===== config.mk =====
export PLATFORM = sky130hd
export DESIGN_NAME = rr_grant8
export DESIGN_NICKNAME = d
export VERILOG_FILES = /design/src/rtl/rr_grant8.sv
export SDC_FILE = /design/constraint.sdc
export NUM_CORES = 1
export LEC_CHECK = 0
export ABC_CLOCK_PERIOD_IN_PS = 4900
export BUFFER_PORTS_ARGS = -buffer_cell sky130_fd_sc_hd__buf_2
export CAP_MARGIN = 20
export CORE_MARGIN = 2
export CORE_UTILIZATION = 40
export CTS_BUF_LIST = sky130_fd_sc_hd__clkbuf_4 sky130_fd_sc_hd__clkbuf_8
export CTS_CLUSTER_DIAMETER = 80
export DETAILED_ROUTE_END_ITERATION = 10
export PLACE_DENSITY = 0.6
export SLEW_MARGIN = 20
export SYNTH_ARGS = -nofsm -noshare
export SYNTH_HDL_FRONTEND = slang
export SYNTH_SLANG_ARGS = --single-unit

===== constraint.sdc =====
create_clock -name clk -period 4.9 [get_ports clk]
set_clock_uncertainty 0.2 [all_clocks]
set_input_delay 1.47 -clock clk [delete_from_list [all_inputs] [get_ports clk]]
set_output_delay 1.47 -clock clk [all_outputs]
set_load 0.02 [all_outputs]

===== src/rtl/rr_grant8.sv =====
// rr_grant8: eight-way round-robin arbiter driving a registered one-hot grant and enable.
// Define RR_TIMEOUT_EN to compile in grant revocation after TIMEOUT cycles (tmo pulse).
module rr_grant8 #(
    parameter int TIMEOUT = 15
) (
    input  logic       clk,
    input  logic       rst_n,
    input  logic [7:0] req,
    input  logic       done,
    output logic [7:0] gnt,
    output logic       gnt_en,
    output logic       tmo
);

    typedef enum logic {
        S_IDLE  = 1'b0,
        S_GRANT = 1'b1
    } state_t;

    state_t     r_state;
    state_t     w_state_nxt;
    logic [2:0] r_ptr;
    logic [2:0] w_ptr_nxt;
    logic [7:0] r_gnt;
    logic [7:0] w_gnt_nxt;
    logic       r_gnt_en;
    logic       w_gnt_en_nxt;
    logic [7:0] w_winner;
    logic [2:0] w_owner;
    logic       w_expire;
    logic       w_release;

    if (TIMEOUT < 2 || TIMEOUT > 255) begin : g_bad_timeout
        $error("rr_grant8: TIMEOUT must be in 2..255");
    end

    // First set request at or above p, wrapping 7 -> 0, as a one-hot code.
    function automatic logic [7:0] f_pick(input logic [7:0] r, input logic [2:0] p);
        logic [7:0] oh;
        logic [2:0] idx;
        logic       found;
        oh    = '0;
        found = 1'b0;
        for (int i = 0; i < 8; i++) begin
            idx = p + 3'(i);
            if (!found && r[idx]) begin
                oh[idx] = 1'b1;
                found   = 1'b1;
            end
        end
        return oh;
    endfunction

    function automatic logic [2:0] f_enc(input logic [7:0] oh);
        logic [2:0] idx;
        idx = '0;
        for (int i = 0; i < 8; i++) begin
            if (oh[i]) idx = 3'(i);
        end
        return idx;
    endfunction

`ifdef RR_TIMEOUT_EN
    logic [7:0] r_cnt;
    logic       r_tmo;

    // r_cnt holds (cycles the grant has been visible - 1) while in GRANT.
    assign w_expire = (r_state == S_GRANT) && (r_cnt == 8'(TIMEOUT - 1));

    always_ff @(posedge clk or negedge rst_n) begin
        if (!rst_n) begin
            r_cnt <= '0;
            r_tmo <= 1'b0;
        end else begin
            r_tmo <= w_expire;
            if (r_state == S_GRANT) r_cnt <= r_cnt + 8'd1;
            else                    r_cnt <= '0;
        end
    end

    assign tmo = r_tmo;
`else
    assign w_expire = 1'b0;
    assign tmo      = 1'b0;
`endif

    assign w_winner  = f_pick(req, r_ptr);
    assign w_owner   = f_enc(r_gnt);
    assign w_release = done || ((req & r_gnt) == 8'h00) || w_expire;

    always_comb begin
        w_state_nxt  = r_state;
        w_ptr_nxt    = r_ptr;
        w_gnt_nxt    = r_gnt;
        w_gnt_en_nxt = r_gnt_en;
        case (r_state)
            S_IDLE: begin
                if (req != 8'h00) begin
                    w_gnt_nxt    = w_winner;
                    w_gnt_en_nxt = 1'b1;
                    w_state_nxt  = S_GRANT;
                end
            end
            S_GRANT: begin
                if (w_release) begin
                    w_gnt_nxt    = 8'h00;
                    w_gnt_en_nxt = 1'b0;
                    w_ptr_nxt    = w_owner + 3'd1;
                    w_state_nxt  = S_IDLE;
                end
            end
            default: begin
                w_gnt_nxt    = 8'h00;
                w_gnt_en_nxt = 1'b0;
                w_state_nxt  = S_IDLE;
            end
        endcase
    end

    always_ff @(posedge clk or negedge rst_n) begin
        if (!rst_n) begin
            r_state  <= S_IDLE;
            r_ptr    <= 3'd0;
            r_gnt    <= 8'h00;
            r_gnt_en <= 1'b0;
        end else begin
            r_state  <= w_state_nxt;
            r_ptr    <= w_ptr_nxt;
            r_gnt    <= w_gnt_nxt;
            r_gnt_en <= w_gnt_en_nxt;
        end
    end

    assign gnt    = r_gnt;
    assign gnt_en = r_gnt_en;

endmodule

# Yosys cells after proc, flatten, opt, wreduce, memory -nomap -nowiden
# Cells that the tools add are included.
[totals]
reg_bits = 13
input_bits = 11
out_inout_bits = 10
word_cells = 129
[classes]
add_sub_neg = 8
magnitude_cmp = 16
eq_ne = 2
muxes = 63
bitwise_logic = 9
reduce_logical = 27
[ops]
columns = ["op", "count"]
rows = [
  ["two-way mux 8 bit", 10],
  ["bitwise OR 8 bit", 7],
  ["< comparator 3 x 4 -> 1 bit (second input constant)", 8],
  ["two-way mux 1 bit", 28],
  ["binary-select mux 1 bit (select 3 bit)", 8],
  ["demux 1 bit (select 3 bit)", 8],
  [">= comparator 3 x 1 -> 1 bit (second input constant)", 8],
  ["two-way mux 3 bit", 6],
  ["one-hot mux 8 bit (2 select lines)", 1],
  ["logical AND 1 bit", 15],
  ["adder 3 bit (second input constant)", 4],
  ["AND 8 bit", 1],
  ["logical NOT 8 bit", 1],
  ["nonzero test 8 bit", 1],
  ["logical NOT 1 bit", 7],
  ["adder 3 x 1 -> 3 bit (second input constant)", 2],
  ["adder 3 x 2 -> 3 bit (second input constant)", 2],
  ["one-hot mux 1 bit (2 select lines)", 2],
  ["AND reduction 2 bit", 2],
  ["inequality test 2 x 1 -> 1 bit (second input constant)", 1],
  ["inequality test 2 bit (second input constant)", 1],
  ["logical OR 1 bit", 1],
  ["NOT 1 bit", 1],
]

# Logic depth before layout (Yosys ltp)
[depth]
depth_word = 26
ltp_mapped = 12
ltp_nobuf = 8

# Least setup slack after synthesis
# No wires, ideal clock.
[synth_timing]
kind = "input port to flip-flop"
startpoint = "input port req[4]"
endpoint = "register r_gnt[4] (netlist: gnt[4])"
setup_ns = 0.094
arrival_time_ns = 3.406
required_ns = 4.606
path_slack_ns = 1.200
stages = 8
path_cell_list = "buf_2 mux4_2 mux2_4 or3b_1 buf_6 nor3_4 a21oi_1 a221oi_2"
[synth_via]
elab_chain_cells = 26
elab_cells_between_ends = 61
cone_classes = "2 x eq/ne; 33 x mux; 8 x bitwise; 18 x reduce/logical"
[synth_lines]
columns = ["element", "line_no", "text"]
rows = [
  ["start, declared", "8", "input logic [7:0] req,"],
  ["binary-select mux 1 bit (select 3 bit)", "46", "if (!found && r[idx]) begin"],
  ["two-way mux 1 bit (implied by the code)", "46", ""],
  ["two-way mux 1 bit", "46", ""],
  ["logical NOT 1 bit", "46", ""],
  ["logical AND 1 bit", "46", ""],
  ["two-way mux 1 bit", "46", ""],
  ["logical NOT 1 bit", "46", ""],
  ["logical AND 1 bit", "46", ""],
  ["(+10 left out)", "--", ""],
  ["logical NOT 1 bit", "46", ""],
  ["logical AND 1 bit", "46", ""],
  ["two-way mux 1 bit", "46", ""],
  ["logical NOT 1 bit", "46", ""],
  ["logical AND 1 bit", "46", ""],
  ["two-way mux 8 bit", "46", ""],
  ["two-way mux 8 bit", "98", "if (req != 8'h00) begin"],
  ["one-hot mux 8 bit (2 select lines)", "96", "case (r_state)"],
  ["end signal, assigned", "129", "r_gnt <= w_gnt_nxt;"],
  ["end, declared", "24", "logic [7:0] r_gnt;"],
]
# Parallel ways exist; a longest one is shown, timed or not. The select of a mux whose other input is x is not followed.
# A chain may end at the register's enable or synchronous reset.

# Final worst setup path
[layout_timing]
startpoint = "input port req[4]"
endpoint = "register r_gnt[3] (netlist: gnt[3])"
# The elaborated chain is that of the path after synthesis.

==> metrics.md <==
| Metric | Value |
|---|---|
| Core Area | 4690 um^2 |
| DRT Wirelength | 5570 um |
| Fraction of layout cells with a size suffix above 1 | 0.234 |
| Area grow syn2layout | 4.34% |
| DRC | 0 |
| Largest net degree at the start of global routing | 32 |
| Slew margin rel. | 0.326 |
| Crit-path leading delay family | simple AND/OR/NAND/NOR gates |
| Crit-path max FO | 10 |
| CP arrival | 3.67 ns |
| CTS Sinks | 13 |
| Final Critical Period | 3.72 ns |
| Gr ovfl total | 0 |
| Setup violations, final | 0 |
| Hpwl dp | 4060 um |
| Die W | 73.5 um |
| Initial core utilization | 0.412 |
| First-pass GRT wire length | 9140 um |
| Hold slack | 0.271 ns |
| ANT nets after route | 0 |
| Antenna violations before repair | 0 |
| Setup TNS Final | 0 ns |
| DR vias | 1857 |
| # port buffers | 19 |
| Worst Tran Pin Value | 1.01 ns |
| CP Data Required Time | 4.86 ns |
| Die area | 5410 um^2 |
| Final Cycle Share | 0.758 |
| Mapped Avg Cell Area | 9.03 um^2 |
| Placed instance area | 1970 um^2 |
| Syn Std Cell Area | 1930 um^2 |
| Worst min-delay path category | flip-flop to flip-flop |
| Mapped Nets | 232 |
| Worst setup EP type | flip-flop |
| Sequential area share after synthesis | 0.168 |
| Cts bufs inserted | 3 |
| Yosys top cell area share | 0.168 |
| Fin area | 2020 um^2 |
| CTS tree | done |
| Final slew viol count | 0 |
| Max Root-Sink Buffers | 2 |
| Aggregate global-route resource usage | 0.219 |
| Post-synth EDFFs | 0 |
| Run status | finished, final reports clean |
| H-Tree Level Count | 1 |
| YS warnings | 0 |
| Area occupied by multi-input gates | 1430 um^2 |
| Diode count | 0 |
| Drt first pass iters | 5 |
| CP Depth | 7 |
| DR iter-0 viols | 166 |
| Resize count post-CTS | 0 |
| Crit-path cells | buf_2 -> mux4_2 -> mux2_4 -> or3b_1 -> nor4b_2 -> o21ai_0 -> a31oi_1 |
| GPL Wtd Cong | 0.900 |
| Height of the die | 73.5 um |
| Top FF cell, synth | dfrtp_1 |
| Most common library cells after synthesis | nor2_1, nand2_1, dfrtp_1, a21oi_1, nor3_1 |
| Root Driver | clkbuf_8 |
| Post-synthesis cell type count | 53 |
| Top-count cell post-synth | nor2_1 |
| Critical path's slowest cell | or3b_1 |
| #FFs+latches synth | 13 |
| IO Count | 21 |
| RSZ-0062 raised after global routing | false |
| Worst r2r path cells | 9 |
| Buf+Inv Stages, Crit Path | 1 |
| Startpoint class of the critical path | primary input |
| CTS Hold Bufs | 0 |
| Post-Synthesis Cells | 214 |
| Clk_lat worst skew | 0.24 ns |
| Post-CTS Setup Bufs | 0 |
| Reg clk slew, reported paths | 0.06 ns |
| Vias in the first global route | 1784 |
| Site Rows | 25 |
| Vias per inst | 6.83 |
| Post-layout net count | 237 |
| Synth area leaders | dfrtp_1, mux4_2, mux4_1, ha_1, buf_6 |
| Crit-path max cell delay | 0.56 ns |
| WL/cell | 20.5 um |
| CP Class | primary input to flip-flop |
| Final hold vios | 0 |
| Hold Path Cell Cnt | 2 |
| Fillers | 481 |
| Cell taking the most area after synthesis | dfrtp_1 |
| Share of async-settable or async-resettable flops after synthesis | 1.00 |
| Peak Freq | 0.269 GHz |
| Storage element area | 325 um^2 |
| # Max-Cap Violations | 0 |
==> cell families (layout without fill, tap and decap cells) <==
kind of cell    after synthesis  after routing  share of synthesized area
compound gates               54             54                      0.214
xor+xnor                      4              4                     0.0181
fa+ha+maj                     7              7                     0.0453
buf+inv                      29             33                     0.0932
flops                        13             13                      0.168
mux                          25             25                      0.234
other cells                   1              1                    0.00194
simple gates                 81             81                      0.225
==> cell type report <==
type / instances / area share
Clock buffer: 4 / 0.0242
Multi-Input combinational cell: 172 / 0.708
Inverter: 6 / 0.0112
Sequential cell: 13 / 0.161
Tap cell: 54 / 0.0335
Timing Repair Buffer: 23 / 0.0620
==> placed cells by master, fill, tap and decap left out, drive strengths merged, types with 4 or more instances in the layout <==
master	count
a22oi	5
clkbuf	4
inv	6
ha	7
a31oi	4
nand2	17
dfrtp	13
a221oi	4
nor3	13
o41ai	4
mux2	4
nand3	8
a21oi	11
o21ai	10
a211oi	4
nor4	7
buf	23
mux2i	7
nor2	18
mux4	14
==> metal layers <==
layer	GRT usage	routed length (um)
met5	0	0
met4	0.0545	74
met3	0.0412	472
met2	0.362	2760
met1	0.295	2270
==> worst paths after layout <==
| path | start | to | slack (ns) |
|---|---|---|---|
| setup / recovery | req[4] | gnt[3]$_DFFE_PN0P_ | 1.18 |
| hold / removal | gnt_en$_DFFE_PN0P_ | gnt_en$_DFFE_PN0P_ | 0.27 |
| setup reg to reg | r_ptr[1]$_DFFE_PN0P_ | gnt[4]$_DFFE_PN0P_ | 1.40 |
| hold reg to reg | gnt_en$_DFFE_PN0P_ | gnt_en$_DFFE_PN0P_ | 0.27 |
| max in group asynchronous | rst_n | r_ptr[2]$_DFFE_PN0P_ | 3.36 |
| min in group asynchronous | rst_n | gnt_en$_DFFE_PN0P_ | 0.91 |
==> registers in the layout (all words and copies together) (netlist names) <==
register and count:
gnt_en 1, r_state 1, gnt 8, r_ptr 3
==> tightest hold or removal path: stages, from the launching register on <==
cell	delay (ns)
dfrtp_1	0.34
nand2_1	0.05
nand2_1	0.05
==> metrics by stage <==
| step | setup slack (ns) | cells | utilization |
|---|---|---|---|
| final | 1.18 | 272 | 0.430 |
| after global routing | 0.994 | 272 | 0.430 |
| after CTS | 1.19 | 272 | 0.430 |
| after detailed placement | 0.953 | 268 | 0.419 |
| after global placement | 0.906 | 268 | 0.419 |
| after floorplan | 1.20 | 214 | - |
Power is left out: the tool's default activity adds up to more than one toggle a clock period on the data nets, which glitch-free logic cannot reach.
